## src/rtl/instruction_fetch_unit.sv

```systemverilog
// ---------------------------------------------------------------------------
// instruction_fetch_unit
//
// Fetch stage sitting between the instruction memory and decode. It owns the
// program counter, presents it to the instruction memory, and captures the
// combinationally returned instruction word into an IF/ID register that is
// handed to decode over a valid/ready handshake. Branch/jump redirects flush
// the IF/ID register and reload the PC. Fetch stops cleanly once the last word
// of the program image has been captured, and the custom-0 CONVOL opcode is
// flagged alongside the instruction for the convolution path.
//
// Parameters
//   IMEM_BYTES     instruction memory size in bytes (multiple of 4)
//   RESET_PC       word-aligned PC loaded on reset
//
// Ports
//   clk            system clock, rising edge
//   reset          asynchronous active-low reset
//   pc_out         current fetch address to the instruction memory
//   instr_in       instruction word returned for pc_out
//   out_valid      IF/ID register holds an instruction
//   out_ready      decode accepts the instruction this cycle
//   out_instr      registered instruction word
//   out_pc         address out_instr was fetched from
//   out_is_convol  registered flag: out_instr is a CONVOL (custom-0) opcode
//   redirect_valid load redirect_pc and flush the IF/ID register
//   redirect_pc    redirect target (low two bits ignored)
//   halted         fetch stopped and IF/ID register empty
//   fetch_count    saturating count of accepted handshakes
// ---------------------------------------------------------------------------
module instruction_fetch_unit #(
  parameter int unsigned IMEM_BYTES = 32,
  parameter logic [31:0] RESET_PC   = 32'h0000_0000
) (
  input  logic        clk,
  input  logic        reset,
  output logic [31:0] pc_out,
  input  logic [31:0] instr_in,
  output logic        out_valid,
  input  logic        out_ready,
  output logic [31:0] out_instr,
  output logic [31:0] out_pc,
  output logic        out_is_convol,
  input  logic        redirect_valid,
  input  logic [31:0] redirect_pc,
  output logic        halted,
  output logic [15:0] fetch_count
);

  localparam logic [31:0] IMEM_LIMIT = 32'(IMEM_BYTES);
  localparam logic [6:0]  OPC_CONVOL = 7'b0001011;
  localparam logic [15:0] COUNT_MAX  = 16'hFFFF;

  typedef enum logic {
    FETCH = 1'b0,
    HALT  = 1'b1
  } state_t;

  // Registered state
  state_t      state_q,         state_d;
  logic [31:0] pc_q,            pc_d;
  logic        out_valid_q,     out_valid_d;
  logic [31:0] out_instr_q,     out_instr_d;
  logic [31:0] out_pc_q,        out_pc_d;
  logic        out_is_convol_q, out_is_convol_d;
  logic        halted_q,        halted_d;
  logic [15:0] fetch_count_q,   fetch_count_d;

  // Derived control
  logic [31:0] redirect_target;
  logic        target_in_range;
  logic [32:0] pc_inc;
  logic        end_of_image;
  logic        handshake;
  logic        capture;

  // Low two bits are dropped so the PC can never become misaligned.
  assign redirect_target = redirect_pc & 32'hFFFF_FFFC;
  assign target_in_range = (redirect_target < IMEM_LIMIT);

  // One extra bit keeps the end-of-image test correct even for a PC at the
  // very top of the 32-bit address space.
  assign pc_inc       = {1'b0, pc_q} + 33'd4;
  assign end_of_image = (pc_inc >= {1'b0, IMEM_LIMIT});

  assign handshake = out_valid_q && out_ready;
  assign capture   = (state_q == FETCH) && (!out_valid_q || out_ready);

  // -------------------------------------------------------------------------
  // Next-state logic. Redirect beats capture; in HALT only the drain of the
  // final IF/ID entry can happen.
  // -------------------------------------------------------------------------
  always_comb begin
    state_d         = state_q;
    pc_d            = pc_q;
    out_valid_d     = out_valid_q;
    out_instr_d     = out_instr_q;
    out_pc_d        = out_pc_q;
    out_is_convol_d = out_is_convol_q;

    if (redirect_valid) begin
      pc_d        = redirect_target;
      out_valid_d = 1'b0;
      state_d     = target_in_range ? FETCH : HALT;
    end else if (capture) begin
      out_instr_d     = instr_in;
      out_pc_d        = pc_q;
      out_is_convol_d = (instr_in[6:0] == OPC_CONVOL);
      out_valid_d     = 1'b1;
      // Past the last word the PC parks at IMEM_BYTES rather than wrapping.
      pc_d            = pc_inc[31:0];
      state_d         = end_of_image ? HALT : FETCH;
    end else if (handshake) begin
      // Only reachable in HALT: decode drains the final instruction.
      out_valid_d = 1'b0;
    end
  end

  // A handshake is counted even when a redirect flushes in the same cycle,
  // since decode has already taken the word.
  always_comb begin
    fetch_count_d = fetch_count_q;
    if (handshake && (fetch_count_q != COUNT_MAX)) begin
      fetch_count_d = fetch_count_q + 16'd1;
    end
  end

  // halted is registered from next-state values so it rises on the same
  // edge that drains the last entry or takes an out-of-range redirect.
  always_comb begin
    halted_d = (state_d == HALT) && !out_valid_d;
  end

  // -------------------------------------------------------------------------
  // State registers
  // -------------------------------------------------------------------------
  always_ff @(posedge clk or negedge reset) begin
    if (!reset) begin
      state_q         <= FETCH;
      pc_q            <= RESET_PC;
      out_valid_q     <= 1'b0;
      out_instr_q     <= 32'h0;
      out_pc_q        <= 32'h0;
      out_is_convol_q <= 1'b0;
      halted_q        <= 1'b0;
      fetch_count_q   <= 16'h0;
    end else begin
      state_q         <= state_d;
      pc_q            <= pc_d;
      out_valid_q     <= out_valid_d;
      out_instr_q     <= out_instr_d;
      out_pc_q        <= out_pc_d;
      out_is_convol_q <= out_is_convol_d;
      halted_q        <= halted_d;
      fetch_count_q   <= fetch_count_d;
    end
  end

  // Every output comes straight from a register; pc_out has no input path.
  assign pc_out        = pc_q;
  assign out_valid     = out_valid_q;
  assign out_instr     = out_instr_q;
  assign out_pc        = out_pc_q;
  assign out_is_convol = out_is_convol_q;
  assign halted        = halted_q;
  assign fetch_count   = fetch_count_q;

endmodule

```

## config.mk

```make
export PLATFORM = sky130hd
export DESIGN_NAME = instruction_fetch_unit
export DESIGN_NICKNAME = d
export VERILOG_FILES = /design/src/rtl/instruction_fetch_unit.sv
export SDC_FILE = /design/constraint.sdc
export NUM_CORES = 1
export LEC_CHECK = 0
export ABC_AREA = 1
export BUFFER_PORTS_ARGS = -buffer_cell sky130_fd_sc_hd__buf_2
export CORE_MARGIN = 8
export CORE_UTILIZATION = 40
export DETAILED_ROUTE_END_ITERATION = 7
export GPL_ROUTABILITY_DRIVEN = 0
export PLACE_DENSITY = 0.66
export SETUP_SLACK_MARGIN = 0.4
export SKIP_LAST_GASP = 1
export SLEW_MARGIN = 20
export SYNTH_ARGS = -nofsm -noshare
export SYNTH_HDL_FRONTEND = slang
export SYNTH_SLANG_ARGS = --single-unit
```

## constraint.sdc

```tcl
create_clock -name clk -period 3.9 [get_ports clk]
set_input_delay 0.78 -clock clk [delete_from_list [all_inputs] [get_ports clk]]
set_output_delay 0.78 -clock clk [all_outputs]
set_load 0.03 [all_outputs]
```

# == Yosys cells after proc, flatten, opt, wreduce, memory -nomap -nowiden ==
# Cells that the tools add are included.
# word_totals
register_bits,116
latch_bits,0
ramBits,0
romBits,0
input_bits,68
output_inout_bits,115
elab_cells,34
n_memories,0
# op_classes
add_sub_neg,2
n_mul,0
n_div,0
n_lt_le_gt_ge,2
eq_ne,2
shift,0
n_mux,9
bitwise,2
reduce_logical,9
# op_table
operator,n
$mux 32,2
$add 32x3->33 const B,1
$ge 33x6->1 const B,1
$lt 32x6->1 const B,1
$add 16x1->16 const B,1
$ne 16x16->1 const B,1
$eq 7x4->1 const B,1
$mux 1,7
$logic_and 1x1->1,4
$logic_not 1->1,2
$not 1->1,2
$reduce_and 2->1,1
$reduce_bool 2->1,1
$logic_or 1x1->1,1

# == Logic depth before layout (Yosys ltp) ==
# Gate-level depths: netlist of run 1.
# depth
depth_word,7
ltp_mapped,14
ltp_nobuf,14

# == Worst setup path before layout of run 1 ==
# Ideal clock, no wire load.
# synth_path
kind,register to register
start,"register pc_q[3], in the netlist pc_out[3]"
end,register state_q
setup_ns,0.137
arrival_ns,1.848
t_required_ns,3.763
slack_ns,1.915
path_stages_with_launch,15
n_path_buf,0
synth_period_minus_slack_ns,1.985
cell_sequence,dfrtp_1 -> ha_1 -> nand2_1 -> nor2_4 -> nand2_2 -> nor2_4 -> nand2_1 -> nand2_1 -> nand2_1 -> nor2_1 -> nand2_1 -> nor2_1 -> nand3_1 -> nand2_1 -> a21oi_1
# synth_between
elab_chain_len,5
# synth_rtl
element,line_no,rtl
start: declaration,61,"logic [31:0] pc_q, pc_d;"
start signal: assignment,149,pc_q <= pc_d;
$add 32x3->33,83,"assign pc_inc = {1'b0, pc_q} + 33'd4;"
$ge 33x6->1,84,"assign end_of_image = (pc_inc >= {1'b0, IMEM_LIMIT});"
$mux 1,112,state_d = end_of_image ? HALT : FETCH;
$mux 1,105,end else if (capture) begin
$mux 1,101,if (redirect_valid) begin
named net state_d,60,"state_t state_q, state_d;"
end signal: assignment,148,state_q <= state_d;
end: declaration,60,
# The timed path passes the listed nets, and every way through them passes these cells.
# A chain may end at the register's enable or synchronous reset.

# == Worst setup path in the final report of run 1 ==
# layout_path
start,input port redirect_valid
end,"register pc_q[11], in the netlist pc_out[11]"
# layout_between
elab_chain_len,1
word_cells_on_any_way,2
classes_between,1 x mux; 1 x reduce/logical
# layout_rtl
element,line_no,rtl
start: declaration,44,"input logic redirect_valid,"
$mux 32 or $reduce_bool 2->1 (tied branches),n/a,
# Parallel ways exist; a longest one is shown, timed or not.

==> results of run 1 <==
[cell usage after synthesis, types with 2 or more instances]
| library cell | count |
|---|---|
| o221ai_1 | 5 |
| nor2_1 | 62 |
| inv_2 | 3 |
| xor2_1 | 20 |
| clkinv_1 | 3 |
| and2_1 | 3 |
| buf_1 | 6 |
| nand2_2 | 3 |
| nor2_4 | 7 |
| buf_4 | 4 |
| o211ai_1 | 19 |
| nand2_1 | 300 |
| o21ai_0 | 28 |
| nor2_2 | 6 |
| xnor2_1 | 4 |
| dfrtp_1 | 112 |
| o21ai_1 | 2 |
| nor3_1 | 4 |
| or4_1 | 2 |
| nand4_1 | 7 |
| nand3_2 | 3 |
| clkbuf_1 | 14 |
| buf_2 | 2 |
| nor4_1 | 7 |
| a21oi_1 | 4 |
| inv_1 | 43 |
| nand3_1 | 27 |
| ha_1 | 2 |
[routing by layer]
| layer | global-route usage | wire length [um] |
|---|---|---|
| met3 | 0.0512 | 1390 |
| met5 | 0 | 8 |
| met4 | 0.0618 | 232 |
| met1 | 0.235 | 7380 |
| met2 | 0.283 | 7310 |
[worst min path at each step]
| stage | from | end | slack, ps | cells after the start |
|---|---|---|---|---|
| 6_report | reset | out_pc[20] | 450 | 1 |
| 5_1_grt | out_instr[23] | out_instr[23] | 490 | 2 |
| 4_1_cts | reset | out_pc[19] | 470 | 1 |
| 3_5_place_dp | out_instr[14] | out_instr[14] | 450 | 2 |
| 3_3_place_gp | out_instr[12] | out_instr[12] | 450 | 2 |
| 2_1_floorplan | state_q | out_valid | 470 | 1 |
[layout make-up]
| type | instances | area (um2) |
|---|---|---|
| flip-flops and latches | 112 | 2800 |
| well taps | 180 | 225 |
| clock inverters | 7 | 72.6 |
| fillers | 1425 | 6790 |
| repair buffers | 180 | 938 |
| inverters | 49 | 184 |
| clock buffers | 9 | 225 |
| multi-input cells | 527 | 2490 |
[cells in the final DEF (no fill, tap or decap), types with 4 or more instances in the layout]
cell type | netlist | routed
nand4_1 | 7 | 7
xnor2_1 | 4 | 4
clkbuf_16 | 0 | 9
buf_2 | 2 | 175
o211ai_1 | 19 | 19
nor2_2 | 6 | 6
nor2_4 | 7 | 8
nor3_1 | 4 | 4
nor4_1 | 7 | 7
dfrtp_1 | 112 | 112
inv_2 | 3 | 4
conb_1 | 1 | 4
inv_1 | 43 | 43
nand2_1 | 300 | 300
nand3_1 | 27 | 27
nor2_1 | 62 | 61
o221ai_1 | 5 | 5
o21ai_0 | 28 | 28
xor2_1 | 20 | 20
a21oi_1 | 4 | 4
[power groups by stage]
stage / clock (mW) / sequential (mW) / combinational, mW
finish: 0.931 / 1.31 / 0.512
global route: 0.995 / 1.32 / 0.560
CTS: 0.958 / 1.31 / 0.519
detailed placement: 0 / 1.33 / 0.518
global placement: 0 / 1.33 / 0.513
floorplan: 0 / 1.48 / 0.162
[cells by family (layout without fill, tap and decap cells)]
kind of cell / Yosys count / in the layout / synth area share
mux: 1 / 1 / 0.00202
buf+inv: 75 / 245 / 0.0537
flops: 112 / 112 / 0.503
other cells: 1 / 4 / 0.000673
xor+xnor: 24 / 24 / 0.0377
fa+ha+maj: 2 / 2 / 0.00449
compound gates: 61 / 61 / 0.0685
simple gates: 435 / 435 / 0.330
[per-stage QoR]
stage	setup WS, ps	hold WS, ps
floorplan	1920	466
global placement	1150	450
detailed placement	1070	454
CTS	1350	468
global route	1220	494
finish	1310	449
[sequential cells by signal, indices dropped and copies added, names as in the netlist]
name	cells
halted	1
fetch_count	16
out_is_convol	1
out_instr	32
state_q	1
out_pc	30
out_valid	1
pc_out	30
==> flow_summary_export.csv, run 1 <==
group,metric,value,unit
worst_setup_path,crit_path_end_kind,"register",
status,outcome,"finished clean",
cts,numCtsBuffers,9,
sta,fmax,386,MHz
cts,h-tree-depth,3,
final_layout,drive_gt1_frac,0.252,
power,clockPowerShare,0.338,
grt,grt-ovfl-total,0,
power,p_int,1.89,mW
power,ir_worst_vdd,0.176,mV
synthesis,yosys-top-cells-area,"dfrtp_1, nand2_1, nor2_1",
sta,rsz0062_at_grt,"false",
route,vias,5144,
synthesis,ys_types,37,
worst_setup_path,worstSetupStartpointType,"primary input",
synthesis,yosys_register_bits,112,
cts,cts_sinks,112,
sta,setup_viol,0,
route,wl_per_cell,15.3,um
placed_design,dpl_cell_area,6640,um2
power,power_switching,0.870,mW
worst_setup_path,timing.rr.start,"out_valid",
sta,slew_viol_final,0,
route,drc_errors,0,
floorplanning,rows,43,
grt,grt_first_pass_wirelength,26.2,mm
floorplanning,start_util,0.406,
sta,setup_tns,0,ps
final_layout,nets,949,
floorplanning,core_area,13700,um2
grt,grt_antenna_before_repair,1,
power,comb_power_share,0.186,
sta,finalHoldViolCount,0,
worst_setup_path,crit_family,"buffers and inverters",
grt,grt_use_total,0.181,
placed_design,placed_cells,1048,
synthesis,syn-cell-area,5570,um2
synthesis,syn-instance-count,711,
worst_setup_path,worst_path_max_delay_cell,"nor2_1",
floorplanning,dieArea,18000,um2
final_layout,postLayoutCellArea,6930,um2
sta,finalCritPeriodShare,0.664,
sta,fin_skew,5.39,ps
run,max_cap_viol_count,0,
sta,tightest_slew,887,ps
power,swShare,0.316,
synthesis,synth_edf_count,0,
final_layout,antennaDiodeCount,0,
synthesis,ys_seq_area_frac,0.503,
cts,cts_root_buf,"clkbuf_16",
synthesis,yosysTopAreaCell,"dfrtp_1",
min_path,worstHoldPathType,"in -> async",
worst_setup_path,rr_endpoint,"pc_out[11]",
grt,grt_pass1_vias,5100,
worst_setup_path,endpoint,"pc_out[11]",
cts,cts_buffer_depth,2,
cts,post_cts_buffers,0,
worst_setup_path,crit_path_start,"redirect_valid",
final_layout,syn_to_final_growth,24.5,%
worst_setup_path,r2r_slack,1530,ps
sta,post-route-min-period,2590,ps
final_layout,final_cells,1064,
final_layout,post-route-util,0.505,
sta,maxSlewHeadroom,0.408,
cts,cts-hold-fix-buffers,0,
synthesis,synth_top_area_frac,0.503,
route,wirelength,16.3,mm
worst_setup_path,r2r_cells,6,
placed_design,port_buffers,176,
cts,clk_pin_slew,70,ps
placed_design,dp_hpwl,12.3,mm
power,leakage,3.65,nW
route,dr.first_iter.drc_count,294,
floorplanning,die_y,134,um
worst_setup_path,cp_max_fo,35,
power,power_density,397,nW/um2
cts,cts_tree,"done",
power,pwr-share-seq,0.476,
route,ant_nets,0,
floorplanning,ioPinCount,183,
synthesis,async_reset_ff_frac,1.00,
grt,grt_max_degree,65,
route,vias_per_cell,4.83,
floorplanning,die_x,134,um
power,total_power,2.76,mW
worst_setup_path,setup.worst_path.class,"in -> reg",
synthesis,synthFlopType,"dfrtp_1",
worst_setup_path,cp.arrival,2840,ps
worst_setup_path,crit_required,4150,ps
route,drtPass1Iterations,4,
cts,cts_resized,0,
synthesis,synth_warnings,0,
worst_setup_path,path_buf_inv,2,
synthesis,synth_area_per_cell,7.83,um2
worst_setup_path,path_cells,"buf_2 -> nor2_1 -> inv_1 -> o221ai_1",
worst_setup_path,slowest_delay,700,ps
cts,clk_latency,350,ps
worst_setup_path,critical_path_depth,4,
No activity file was read; power rests on OpenSTA's default activity.
==> run 2, diff against run 1 <==
--- a/config.mk
+++ b/config.mk
@@ -5,7 +5,7 @@
 export SDC_FILE = /design/constraint.sdc
 export NUM_CORES = 1
 export LEC_CHECK = 0
-export ABC_AREA = 1
+export ABC_AREA = 0
 export BUFFER_PORTS_ARGS = -buffer_cell sky130_fd_sc_hd__buf_2
 export CORE_MARGIN = 8
 export CORE_UTILIZATION = 40
==> constraint.sdc (replaced) <==
create_clock -name clk -period 2.4 [get_ports clk]
set_input_delay 0.48 -clock clk [delete_from_list [all_inputs] [get_ports clk]]
set_output_delay 0.48 -clock clk [all_outputs]
set_load 0.03 [all_outputs]
==> flow_summary_export.csv, run 2 <==
group,metric,value,unit
status,outcome,"finished clean",
synthesis,synthFlopType,"dfrtp_1",
worst_setup_path,r2r_slack,320,ps
cts,cts_buffer_depth,2,
route,vias_per_cell,5.07,
min_path,worstHoldPathType,"in -> async",
cts,cts-hold-fix-buffers,0,
grt,grt_antenna_before_repair,1,
synthesis,async_reset_ff_frac,1.00,
synthesis,synth_area_per_cell,10.9,um2
grt,grt_pass1_vias,4866,
floorplanning,die_y,132,um
sta,fin_skew,5.86,ps
sta,post-route-min-period,2080,ps
run,max_cap_viol_count,0,
grt,grt_use_total,0.175,
route,vias,4490,
final_layout,largest_register_ffs,32,
final_layout,syn_to_final_growth,34.7,%
grt,grt_max_degree,63,
cts,cts_root_buf,"clkbuf_16",
synthesis,ys_seq_area_frac,0.518,
final_layout,drive_gt1_frac,0.508,
route,dr.first_iter.drc_count,225,
worst_setup_path,worstSetupStartpointType,"register",
cts,clk_pin_slew,70,ps
route,ant_nets,0,
sta,tightest_slew,508,ps
synthesis,synth_warnings,0,
sta,rsz0062_at_grt,"true",
floorplanning,dieArea,17500,um2
sta,finalCritPeriodShare,0.867,
cts,h-tree-depth,3,
final_layout,fillers,1206,
cts,numCtsBuffers,9,
cts,cts_tree,"done",
worst_setup_path,crit_path_end_kind,"register",
placed_design,port_buffers,176,
floorplanning,rows,42,
final_layout,final_common_cell,"buf_2",
final_layout,nets,774,
power,leakage,3.51,nW
worst_setup_path,cp.arrival,2310,ps
synthesis,syn-cell-area,5410,um2
synthesis,yosys_register_bits,112,
route,wirelength,15.1,mm
sta,fmax,481,MHz
worst_setup_path,cp_max_fo,6,
sta,fin_hold_ws,26.0,ps
sta,maxSlewHeadroom,0.658,
sta,finalHoldViolCount,0,
power,power_density,582,nW/um2
final_layout,multi_input_area,2620,um2
route,wl_per_cell,17.1,um
route,drtPass1Iterations,4,
synthesis,ys_types,43,
sta,setup_tns,0,ps
worst_setup_path,crit_required,2630,ps
worst_setup_path,setup.worst_path.class,"reg -> reg",
floorplanning,core_area,13200,um2
placed_design,dp_hpwl,11.3,mm
sta,slew_viol_final,0,
synthesis,yosys-top-cells-area,"dfrtp_1, mux2_2, xnor2_1",
final_layout,post-route-util,0.550,
final_layout,ff_latch_area,2830,um2
synthesis,syn-instance-count,494,
cts,cts_sinks,112,
final_layout,final_cell_mix,"buf_2, dfrtp_1, mux2_2",
final_layout,antennaDiodeCount,0,
route,drc_errors,0,
grt,grt_first_pass_wirelength,25.1,mm
floorplanning,start_util,0.408,
synthesis,ys_top_cells_by_count,"dfrtp_1, mux2_2, nand2_1",
cts,clk_latency,350,ps
grt,grt-ovfl-total,0,
synthesis,synth_edf_count,0,
power,ir_worst_vdd,0.394,mV
floorplanning,die_x,132,um
synthesis,yosysTopAreaCell,"dfrtp_1",
synthesis,synth.most_common_cell,"dfrtp_1",
synthesis,synth_top_area_frac,0.518,
sta,setup_viol,0,
floorplanning,ioPinCount,183,
==> run 2: path summary, 6_finish.rpt <==
kind / from / endpoint / depth (start not counted)
max: pc_out[3] / state_q / 8
min: reset / out_pc[15] / 1
max reg2reg: pc_out[3] / state_q / 8
min reg2reg: fetch_count[4] / fetch_count[4] / 1
max in group asynchronous: reset / out_instr[2] / 2
min in group clk: redirect_pc[4] / pc_out[4] / 3
==> run 2: worst max-delay path, stage by stage, from the launching register on <==
cell and delay, ps:
dfrtp_2 430, ha_4 180, nand3_4 130, nor3_2 210, mux2_2 350, nor3_1 180
a41o_1 140, nand4_1 90, o31a_1 250
==> run 2: logic make-up after synthesis <==
| logic type | after synthesis | share of synthesized area |
|---|---|---|
| AO/OA/AOI/OAI | 50 | 0.0530 |
| XOR/XNOR | 52 | 0.0842 |
| adder cells (fa/ha/maj) | 2 | 0.00463 |
| buffers and inverters | 33 | 0.0271 |
| flip-flops | 112 | 0.518 |
| multiplexers | 67 | 0.139 |
| other | 1 | 0.000694 |
| AND/OR/NAND/NOR | 177 | 0.173 |
==> run 2: cell type report <==
| class | count | share of cell area |
|---|---|---|
| inverter | 3 | 0.00155 |
| clock inverter | 3 | 0.00550 |
| multi-input combinational | 352 | 0.360 |
| tap | 176 | 0.0302 |
| timing repair buffer | 226 | 0.178 |
| clock buffer | 13 | 0.0357 |
| sequential | 112 | 0.389 |
==> run 2: layer usage <==
layer | share of wire | wire [um] | global-route usage
met1 | 0.41 | 6190 | 0.199
met2 | 0.50 | 7520 | 0.296
met3 | 0.081 | 1220 | 0.0739
met4 | 0.011 | 173 | 0.0492
met5 | 0.00086 | 13 | 0
==> run 2: what timing repair did <==
item,CTS,global route
cloned,0,0
buffers inserted,16,19
pin swaps,1,1
endpoints found under the setup margin,6,12
gates resized for setup,3,14
==> run 2: report_power, final <==
part           switching [mW]  leakage, nW  internal [mW]
combinational           0.414         1.93          0.250
sequential             0.0836         1.43           1.97
clock                   0.659        0.150          0.865
total                    1.16         3.51           3.08
==> run 2: metrics by stage <==
stage / power, mW / cell area [um2] / setup WS, ps / std cells
5_1_grt: 4.44 / 7280 / 244 / 885
3_3_place_gp: 2.68 / 6650 / 197 / 834
2_1_floorplan: 2.45 / 5560 / 313 / 497
6_report: 4.24 / 7280 / 319 / 885
3_5_place_dp: 2.70 / 6650 / 188 / 834
4_1_cts: 4.26 / 7090 / 303 / 866
